### config.mk
export PLATFORM = sky130hd
export DESIGN_NAME = hc595_sr
export DESIGN_NICKNAME = d
export VERILOG_FILES = /design/src/rtl/hc_pkg.sv /design/src/rtl/hc595_shift_stage.sv /design/src/rtl/hc595_sr.sv
export SDC_FILE = /design/constraint.sdc
export NUM_CORES = 1
export LEC_CHECK = 0
export CORE_ASPECT_RATIO = 2
export CORE_MARGIN = 2
export CORE_UTILIZATION = 35
export DETAILED_ROUTE_END_ITERATION = 7
export GPL_ROUTABILITY_DRIVEN = 0
export HOLD_SLACK_MARGIN = 0.05
export MAX_ROUTING_LAYER = met4
export PLACE_DENSITY = 0.59
export SYNTH_ARGS = -nofsm -noshare
export SYNTH_HDL_FRONTEND = slang
export SYNTH_HIERARCHICAL = 1
export SYNTH_SLANG_ARGS = --single-unit
### constraint.sdc
create_clock -name Clk -period 1.33 [get_ports Clk]
set_clock_uncertainty 0.1 [all_clocks]
set_input_delay 0.266 -clock Clk [delete_from_list [all_inputs] [get_ports Clk]]
set_output_delay 0.266 -clock Clk [all_outputs]
set_load 0.02 [all_outputs]
### src/rtl/hc_pkg.sv
// Shared constants and helpers for the 74HC595-style shift/storage register.
// Only the default width and the bit-counter width function live here.
package hc_pkg;

    localparam int HC_DEFAULT_WIDTH = 8;

    // Smallest counter width that can hold 0..width-1, never less than one bit.
    function automatic int cnt_width(input int width);
        int w;
        w = 1;
        while ((1 << w) < width) begin
            w++;
        end
        return w;
    endfunction

endpackage

### src/rtl/hc595_shift_stage.sv
// Serial-in shift stage: holds the shift register, the in-frame bit counter
// and the registered end-of-frame pulse.
module hc595_shift_stage
    import hc_pkg::*;
#(
    parameter int WIDTH = HC_DEFAULT_WIDTH
)
(
    input  logic             clk,
    input  logic             rst,
    input  logic             ser,
    input  logic             sh_en,
    input  logic             clr,
    output logic [WIDTH-1:0] sr,
    output logic [WIDTH-1:0] sr_shifted,
    output logic             frame_edge,
    output logic             frame_done
);

    localparam int CW = cnt_width(WIDTH);
    localparam logic [CW-1:0] CNT_LAST = CW'(WIDTH - 1);

    logic [CW-1:0] cnt;
    logic          shift_acc;

    assign shift_acc  = sh_en & ~clr;
    assign sr_shifted = {sr[WIDTH-2:0], ser};

    // High on the edge that takes the last bit of a frame.
    assign frame_edge = shift_acc && (cnt == CNT_LAST);

    always_ff @(posedge clk or posedge rst) begin
        if (rst) begin
            sr         <= '0;
            cnt        <= '0;
            frame_done <= 1'b0;
        end else begin
            frame_done <= frame_edge;
            if (clr) begin
                sr  <= '0;
                cnt <= '0;
            end else if (sh_en) begin
                sr  <= sr_shifted;
                cnt <= (cnt == CNT_LAST) ? '0 : cnt + 1'b1;
            end
        end
    end

endmodule

### src/rtl/hc595_sr.sv
// Top of the 74HC595-style register: shift stage plus storage register,
// optional auto-load at frame end, and active-low output gating.
module hc595_sr
    import hc_pkg::*;
#(
    parameter int WIDTH   = HC_DEFAULT_WIDTH,
    parameter int AUTO_LD = 0
)
(
    input  logic             Clk,
    input  logic             Rst,
    input  logic             Ser,
    input  logic             Sh_En,
    input  logic             Ld,
    input  logic             Clr,
    input  logic             Oe_N,
    output logic [WIDTH-1:0] Q,
    output logic             Q_S,
    output logic             Frame_Done
);

    logic [WIDTH-1:0] sr;
    logic [WIDTH-1:0] sr_shifted;
    logic             frame_edge;
    logic             auto_hit;
    logic [WIDTH-1:0] stg;

    hc595_shift_stage #(
        .WIDTH (WIDTH)
    ) u_shift (
        .clk        (Clk),
        .rst        (Rst),
        .ser        (Ser),
        .sh_en      (Sh_En),
        .clr        (Clr),
        .sr         (sr),
        .sr_shifted (sr_shifted),
        .frame_edge (frame_edge),
        .frame_done (Frame_Done)
    );

    assign auto_hit = (AUTO_LD != 0) ? frame_edge : 1'b0;

    // Auto-load captures the post-shift word and wins over an explicit Ld,
    // which otherwise copies the pre-edge shift contents.
    always_ff @(posedge Clk or posedge Rst) begin
        if (Rst) begin
            stg <= '0;
        end else if (auto_hit) begin
            stg <= sr_shifted;
        end else if (Ld) begin
            stg <= sr;
        end
    end

    assign Q   = Oe_N ? '0 : stg;
    assign Q_S = sr[WIDTH-1];

endmodule

==> out/results.ini <==
[worst_setup_path]
worstSetupEndpointType = flop
critPathLaunchType = flop
timing.setup.critical_path_class = flop to flop
critical_path_arrival_ns = 1.47
largest_stage_delay_worst_path_ns = 0.39
cpMaxStageDelayCell = dfrtp_1
cp_cell_sequence = ha_2 > ha_4 > or3b_1 > a21oi_2
critPathRequiredTime_ns = 1.42
crit_fanout = 2

[timing]
max_slew.worst_pin.slew_ns = 0.285
setup_ws_ns = -0.0589
finalCritPeriodShare_pct = 104
fin_worst_hold_slack_ns = 0.180
highest_clock_rate_ghz = 0.720
final-hold-violation-count = 0
slew_violations = 0
rsz0062_at_grt = true
setup_viol_count_final = 1
timing.slew.headroom_pct = 81.0
layout_min_cycle_time_ns = 1.39

[layout]
n_fill_cell = 238
post_route_cell_area_mm2 = 0.00128
numnets_final = 113
share_of_final_layout_standard_cells_stronger_than_drive_strength_1_pct = 43.1
count_of_antenna_diodes_in_the_layout = 0
areaGrowthSynthToFinish_pct = 44.0

[logic_synthesis]
synthCells = 68
synth_fp_nets = 77
synth.yosys.warnings = 6
netlist_area_um2 = 891
post_synth.cell_area_avg_um2 = 13.1

[clock_tree]
ctsRootBufferMaster = clkbuf_8
clkSlewWorstSetupHoldPaths_ns = 0.07
cts_tree = yes
cts_buffers = 3
ctsHoldBuffers = 0
cts_max_path_buffers = 2
worst_skew_pair.late_latency_ns = 0.25
tritoncts_num_sinks = 20
clock_tree.htree_level_count = 1

[min_path]
worst_hold_path_type = input port to asynchronous set/reset pin

[grt]
antenna_found_initial = 0
grt_pass1_wl_mm = 2.62
grt_usage_pct = 13.4
grt_pass1_vias = 604
grt_max_degree = 13
overflow_left_after_global_routing = 0

[detailed_routing]
antenna_left = 0
vias = 589
postRouteWirelength_mm = 1.56
drc_errors = 0
routed_wire_length_per_instance_um = 12.1
detail_route.vias_per_cell = 4.57
first_iter_violations = 13
first_pass_iters = 2

[job]
max_cap_violations = 0

[outcome]
violated_checks = negative setup slack
outcome = complete, but fails checks

[placement]
placement.cell_area_mm2 = 0.00120
io_buffers = 16
detailedPlace.worstSlack_ns = -0.674
dp_hpwl_mm = 1.16

[power_and_ir_drop]
irDropWorstVdd_v = 0.000698
power_density_mw_per_mm2 = 891
p_leak_nw = 0.680

[die]
design.portCount = 17
dieArea_mm2 = 0.00299
floorplan.core_area_mm2 = 0.00238
floorplan_die_width_um = 39.7
placementRows = 25
floorplan.initialDensity_pct = 37.5
die-height_um = 75.4

-- per-stage QoR --
| stage | setup TNS, ns | power [mW] | utilization, % | std cells |
|---|---|---|---|---|
| final | -0.0589 | 1.14 | 53.9 | 129 |
| after global routing | -0.0951 | 1.20 | 53.9 | 129 |
| after CTS | -0.0589 | 1.15 | 51.2 | 125 |
| after detailed placement | -7.05 | 0.771 | 50.6 | 121 |
| after global placement | -6.74 | 0.767 | 50.6 | 121 |
| after floorplan | 0 | 0.705 | - | 68 |
-- power breakdown --
group,switching (mW),leakage (nW),total (mW),internal (mW)
Combinational,0.0590,0.382,0.137,0.0780
Sequential,0.00837,0.276,0.630,0.621
Clock,0.175,0.0216,0.376,0.201
Total,0.242,0.680,1.14,0.901
-- metal layers --
layer  up-vias  global-route usage [%]  part of all wire, %
li1        297                       -                    -
met1       274                    14.0                   38
met2        13                    22.0                   56
met3         5                    1.75                  2.9
met4         0                    9.20                  3.0
met5         -                       -                    0
-- cells in the final DEF, fill, tap and decap left out, types with 2 or more instances in the layout --
cell type / instances
mux2_4: 8
inv_1: 2
clkdlybuf4s50_1: 5
buf_4: 16
buf_12: 3
dfrtp_1: 20
buf_6: 3
nor2b_1: 5
clkbuf_8: 3
mux2i_1: 10
buf_2: 4
nor2_1: 11
nor2b_2: 2
-- sequential cells by signal, summed over array words and instances, names as in the netlist --
register            flops
stg                     8
u_shift/sr              8
u_shift/cnt             3
u_shift/frame_done      1
-- worst max-delay path, delay by kind of cell (launching register included) --
family	cells	cell delay, ns
and+or+nand+nor	1	0.36
DFF	1	0.39
adders and majority gates	2	0.36
AOI/OAI and AO/OA	1	0.12
-- layout make-up --
| class | instances | area (um2) | share of cell area [%] |
|---|---|---|---|
| repair buffers | 34 | 308 | 24.0 |
| inverters | 2 | 7.51 | 0.585 |
| clock buffers | 3 | 41.3 | 3.22 |
| well taps | 27 | 33.8 | 2.63 |
| multi-input cells | 43 | 392 | 30.5 |
| flip-flops and latches | 20 | 500 | 39.0 |
-- timing repair --
action,in CTS,in global routing
setup buffers,1,4
gates resized for setup,36,15
pin swaps,1,0
endpoints found under the setup margin,11,7
-- worst paths after layout --
check | depth (start not counted) | slack (ns) | startpoint | to
min | 2 | 0.18 | Rst | stg[4]
min in group Clk | 1 | 0.44 | u_shift/sr[4] | stg[4]
min reg2reg | 1 | 0.44 | u_shift/sr[4] | stg[4]
max reg2reg | 4 | -0.06 | u_shift/cnt[1] | u_shift/cnt[0]
max | 4 | -0.06 | u_shift/cnt[1] | u_shift/cnt[0]
max in group asynchronous | 2 | 0.73 | Rst | stg[1]
No activity file was read; power rests on OpenSTA's default activity.
==> RTL edit 1: new RTL, same settings <==
Change the package constant `HC_DEFAULT_WIDTH` from 8 to 12.
--- a/src/rtl/hc_pkg.sv
+++ b/src/rtl/hc_pkg.sv
@@ -2,7 +2,7 @@
 // Only the default width and the bit-counter width function live here.
 package hc_pkg;
 
-    localparam int HC_DEFAULT_WIDTH = 8;
+    localparam int HC_DEFAULT_WIDTH = 12;
 
     // Smallest counter width that can hold 0..width-1, never less than one bit.
     function automatic int cnt_width(input int width);
Interface: changed (resized Q); port bits go from 17 to 21. No check against the original RTL was run, so the function may have changed too.
==> RTL edit 1 against the unedited design <==
Total power grew 52%. Final area grew 45%. Sequential cell count grew 9. Wire length grew 58%. Die area grew 45%. Sequential power grew 44%. Synthesized area grew 49%. Combinational power grew 18%. Worst setup slack gained 0.076 ns.
==> RTL edit 1: results (changes against the unedited design) <==
** Outcome
- Result of the run :: complete, no violations

** STA
- The worst hold slack across all endpoints was 0.213 ns (+0.0322 ns).
- The slew of the pin with the lowest slew margin was 0.301 ns (+0.0157 ns).

** CTS
- The number of buffers created by CTS is 5 (+2).
- # H-tree levels :: 2 (+1)
- Clk root buf :: sky130_fd_sc_hd__clkbuf_8
- The clock latency of the later-clocked register in the worst-skew pair was 0.27 ns (+0.02 ns).

** Place
- The count of input and output buffers is 20 (+4).
- The count of placed standard cells including taps came to 185 (+53%).
- The placement-stage worst setup slack is -0.664 ns (+0.00966 ns).
- The area after detailed placement was 1720 µm² (+43%).

** Hold path
- The path class of the tightest hold or removal check is in2async.

** Final layout
- The number of fillers in the final layout was 350 (+47%).
- Leading registers by flop count :: stg (12), u_shift/sr (12), u_shift/cnt (4)
- The proportion of layout cells with a drive suffix above 1 was 0.396 (-0.0354).

** Power and ir drop
- The power density of the placed cells was 933 nW/µm² (+4.7%).
- The maximum VDD drop came to 777 µV (+11%).
- Sequential power :: 0.906 mW (+44%)
- The standby leakage power came to 0.984 nW (+45%).
- Part of the total power dissipated in combinational logic :: 0.093 (-0.027)
- Internal :: 1.35 mW (+50%)

** GRT
- Pin count of the biggest net entering global routing :: 18 (+5)
- Vias in the first global route :: 900 (+49%)
- First-pass GRT wire length :: 4080 µm (+56%)

** Drt
- Average detailed-routed wire length per instance :: 12.4 µm (+2.9%)
- Number of violations reported at the end of detailed-routing iteration 0 :: 5 (-8)
- Drt via density :: 4.41 (-3.3%)
- Pre-antenna DRT Iters :: 4 (+2)
- The post-route met1 wirelength came to 886 µm (+48%).
- The routed via count was 874 (+48%).
- The total length of routed met3 wires is 51 µm (+11%).

** Worst setup path
- The number of cells on the worst reg-to-reg path was 3 (-1).
- The worst register-to-register path ends at u_shift/frame_done.
- The worst register-to-register path begins at u_shift/cnt[0].
- Critical path arrival :: 0.95 ns (-0.52 ns)
- Setup slack on the worst flop-to-flop path :: 0.07 ns (+0.13 ns)

** Logic synthesis
- Post-Syn Nets :: 111 (+44%)
- Average size of a mapped cell :: 12.9 µm² (-1.8%)
RTL edit 1: cell types whose count changed in the layout (fill, tap and decap cells not counted), moves of 3 or more:
cell / unedited run / this run
sky130_fd_sc_hd__dfrtp_1: 20 / 29
sky130_fd_sc_hd__and2b_1: 0 / 8
sky130_fd_sc_hd__buf_6: 3 / 11
sky130_fd_sc_hd__buf_4: 16 / 20
sky130_fd_sc_hd__mux2i_1: 10 / 14
sky130_fd_sc_hd__nor2_1: 11 / 15
sky130_fd_sc_hd__clkbuf_1: 0 / 3
sky130_fd_sc_hd__nor2b_1: 5 / 2
RTL edit 1: layout make-up:
type                       instances  area (µm²)  area share
sequential                        29         726       0.391
multi-input combinational         66         561       0.302
timing repair buffer              44         420       0.227
clock buffer                       8        80.1      0.0432
tap                               49        61.3      0.0330
inverter                           2        7.51     0.00405
RTL edit 1: how the worst max path moves through the flow:
stage / start / endpoint / slack (ns) / depth (start not counted)
after global routing: u_shift/cnt[0] / u_shift/cnt[3] / -0.03 / 4
after global placement: Oe_N / Q[1] / -0.66 / 4
after detailed placement: Oe_N / Q[10] / -0.66 / 4
final: stg[2] / Q[2] / 0.02 / 2
after floorplan: u_shift/cnt[0] / u_shift/cnt[2] / 0.22 / 4
after CTS: stg[1] / Q[1] / 0.002 / 2
RTL edit 1: per-layer routing:
metal	track usage	vias to the layer above
met1	0.140	424
met2	0.229	12
met4	0.0625	0
met3	0.0417	5
met5	-	-
li1	-	433
RTL edit 1: what timing repair did:
action	in CTS	in global routing
setup endpoints to repair	15	15
cloned	1	0
pin swaps	0	0
resized for setup	63	19
buffers inserted	1	3
RTL edit 1: critical path, stage by stage (launching register included):
cell and delay [ns]:
sky130_fd_sc_hd__dfrtp_1 0.38, sky130_fd_sc_hd__and2b_1 0.17, sky130_fd_sc_hd__buf_6 0.12
==> RTL edit 2: new RTL, config.mk and constraints unchanged <==
Made on the original files. Register the outputs `Q` and `Q_S`, without a reset; this adds one clock of latency there. The other outputs are not delayed to match.
--- a/src/rtl/hc595_sr.sv
+++ b/src/rtl/hc595_sr.sv
@@ -53,8 +53,10 @@
         end
     end
 
-    assign Q   = Oe_N ? '0 : stg;
-    assign Q_S = sr[WIDTH-1];
+    always_ff @(posedge Clk) begin
+        Q   <= Oe_N ? '0 : stg;
+        Q_S <= sr[WIDTH-1];
+    end
 
 endmodule
 
Function: changed (a bounded check fails within 4 cycles, from zero or initial values and one cycle with Rst high).
==> RTL edit 2 against the unedited design <==
The flow still finishes with violations (negative setup slack). Final area up 10%. Via count grew 6.1%. Wire length grew 2.1%. Synthesized cell count is 13% higher. Critical endpoint unchanged. Count of clock-buffer cells in the layout increased by 4. Highest routed layer unchanged. Global-route usage decreased by 1.5 points. Total power is 58% higher. Sequential cell count grew 9. Synthesized area is 20% higher. Worst setup slack gained 0.015 ns.
==> RTL edit 2: results (changes against the unedited design) <==
** STA
- Setup violation total in the final timing report :: 1 (unchanged)
- The worst path setup slack after routing was -0.0443 ns (+0.0147 ns).
- Slew headroom :: 0.798 (-0.0119)
- The worst hold slack across all endpoints came to 0.180 ns (-0.000537 ns).
- The total negative setup slack was -0.0443 ns (+0.0147 ns).

** Final layout
- The largest registers in the layout are Q (8), stg (8), u_shift/sr (8).
- Ratio of cells with drive above 1 in the final layout :: 0.245 (-0.186)
- The count of non-filler cells in the finished layout was 136 (+5.4%).
- Antenna diodes :: 0 (unchanged)
- The post-layout net count is 114 (+0.88%).

** GRT
- The overflow left after global routing is 0 (unchanged).
- Grt peak-use layer :: met2
- Global routing met3 resource utilization :: 0.0609 (+0.0434)
- The global-route wire length before repair was 2760 µm (+5.3%).
- GR Layer Usage met1 :: 0.0926 (-0.0470)
- The number of antenna violations at the first check in global routing came to 0 (unchanged).
- The global routing usage summed across all routing layers is 0.118 (-0.0153).
- Vias in the first global route :: 656 (+8.6%)
- Met2 routing resource usage after global routing :: 0.190 (-0.0308)

** Place
- Placement Setup Slack :: -0.120 ns (+0.554 ns)
- Placed instance count :: 126 (+4.1%)
- Detailed Place HPWL :: 1180 µm (+1.9%)
- Placed Instance Area :: 1310 µm² (+8.8%)

** Drt
- The wire length per cell after detailed routing was 11.7 µm (-3.2%).
- Pre-antenna DRT Iters :: 2 (unchanged)
- Number of violations reported at the end of detailed-routing iteration 0 :: 7 (-6)
- The detailed route wirelength on metal2 is 852 µm (-1.6%).
- The post-route met1 wirelength was 562 µm (-6.2%).
- The total DRC errors in the routed layout came to 0 (unchanged).
- Met3 WL :: 118 µm (+160%)
- The routed via count was 625 (+6.1%).

** Hold path
- The worst hold path belongs to the class in2async.

** CTS
- The count of cells resized by post-cts repair is 11 (-69%).
- Clk root buf :: sky130_fd_sc_hd__clkbuf_8
- # H-tree levels :: 2 (+1)
- Insertion delay of the later-clocked pin in the worst-skew pair :: 0.28 ns (+0.03 ns)
- TritonCTS buffer count :: 5 (+2)
- Setup bufs post-CTS :: 1 (unchanged)

** Logic synthesis
- Post-Syn Nets :: 86 (+12%)
- The number of instances in the synthesized netlist came to 77 (+13%).

** Power and ir drop
- Clock Power :: 0.786 mW (+110%)
- The combinational fraction of design power is 0.066 (-0.054).
- Total power per unit cell area :: 1280 nW/µm² (+43%)
- Worst IR Drop VDD :: 833 µV (+19%)
- The net switching power was 0.380 mW (+57%).
- The standby leakage power was 0.740 nW (+8.8%).

** Worst setup path
- Kind of cell adding the most delay to the critical path :: flip-flops
- Depth of the worst register-to-register path :: 4 (unchanged)
- Origin of the worst setup path :: u_shift/cnt[1]
- Data arrives at the worst endpoint at ~1.5 ns.

** Outcome
- Result of the run :: complete, but fails checks
- Violated checks :: negative setup slack
-- RTL edit 2: cell count changes in the layout (fill, tap and decap cells not counted), moves of 2 or more --
cell                            delta
sky130_fd_sc_hd__buf_12            -2
sky130_fd_sc_hd__buf_2             -4
sky130_fd_sc_hd__buf_4             -9
sky130_fd_sc_hd__buf_6             -3
sky130_fd_sc_hd__clkbuf_8          +4
sky130_fd_sc_hd__dfxtp_1           +9
sky130_fd_sc_hd__dlygate4sd2_1     +8
sky130_fd_sc_hd__nor2b_1           +3
sky130_fd_sc_hd__nor2b_2           -2
-- RTL edit 2: layout make-up --
| type | instances | area (µm²) |
|---|---|---|
| timing repair buffer | 24 | 221 |
| sequential | 29 | 681 |
| clock buffer | 7 | 96.3 |
| clock inverter | 1 | 5.00 |
| fill | 297 | 1530 |
| multi-input combinational | 43 | 365 |
| tap | 30 | 37.5 |
| inverter | 2 | 7.51 |
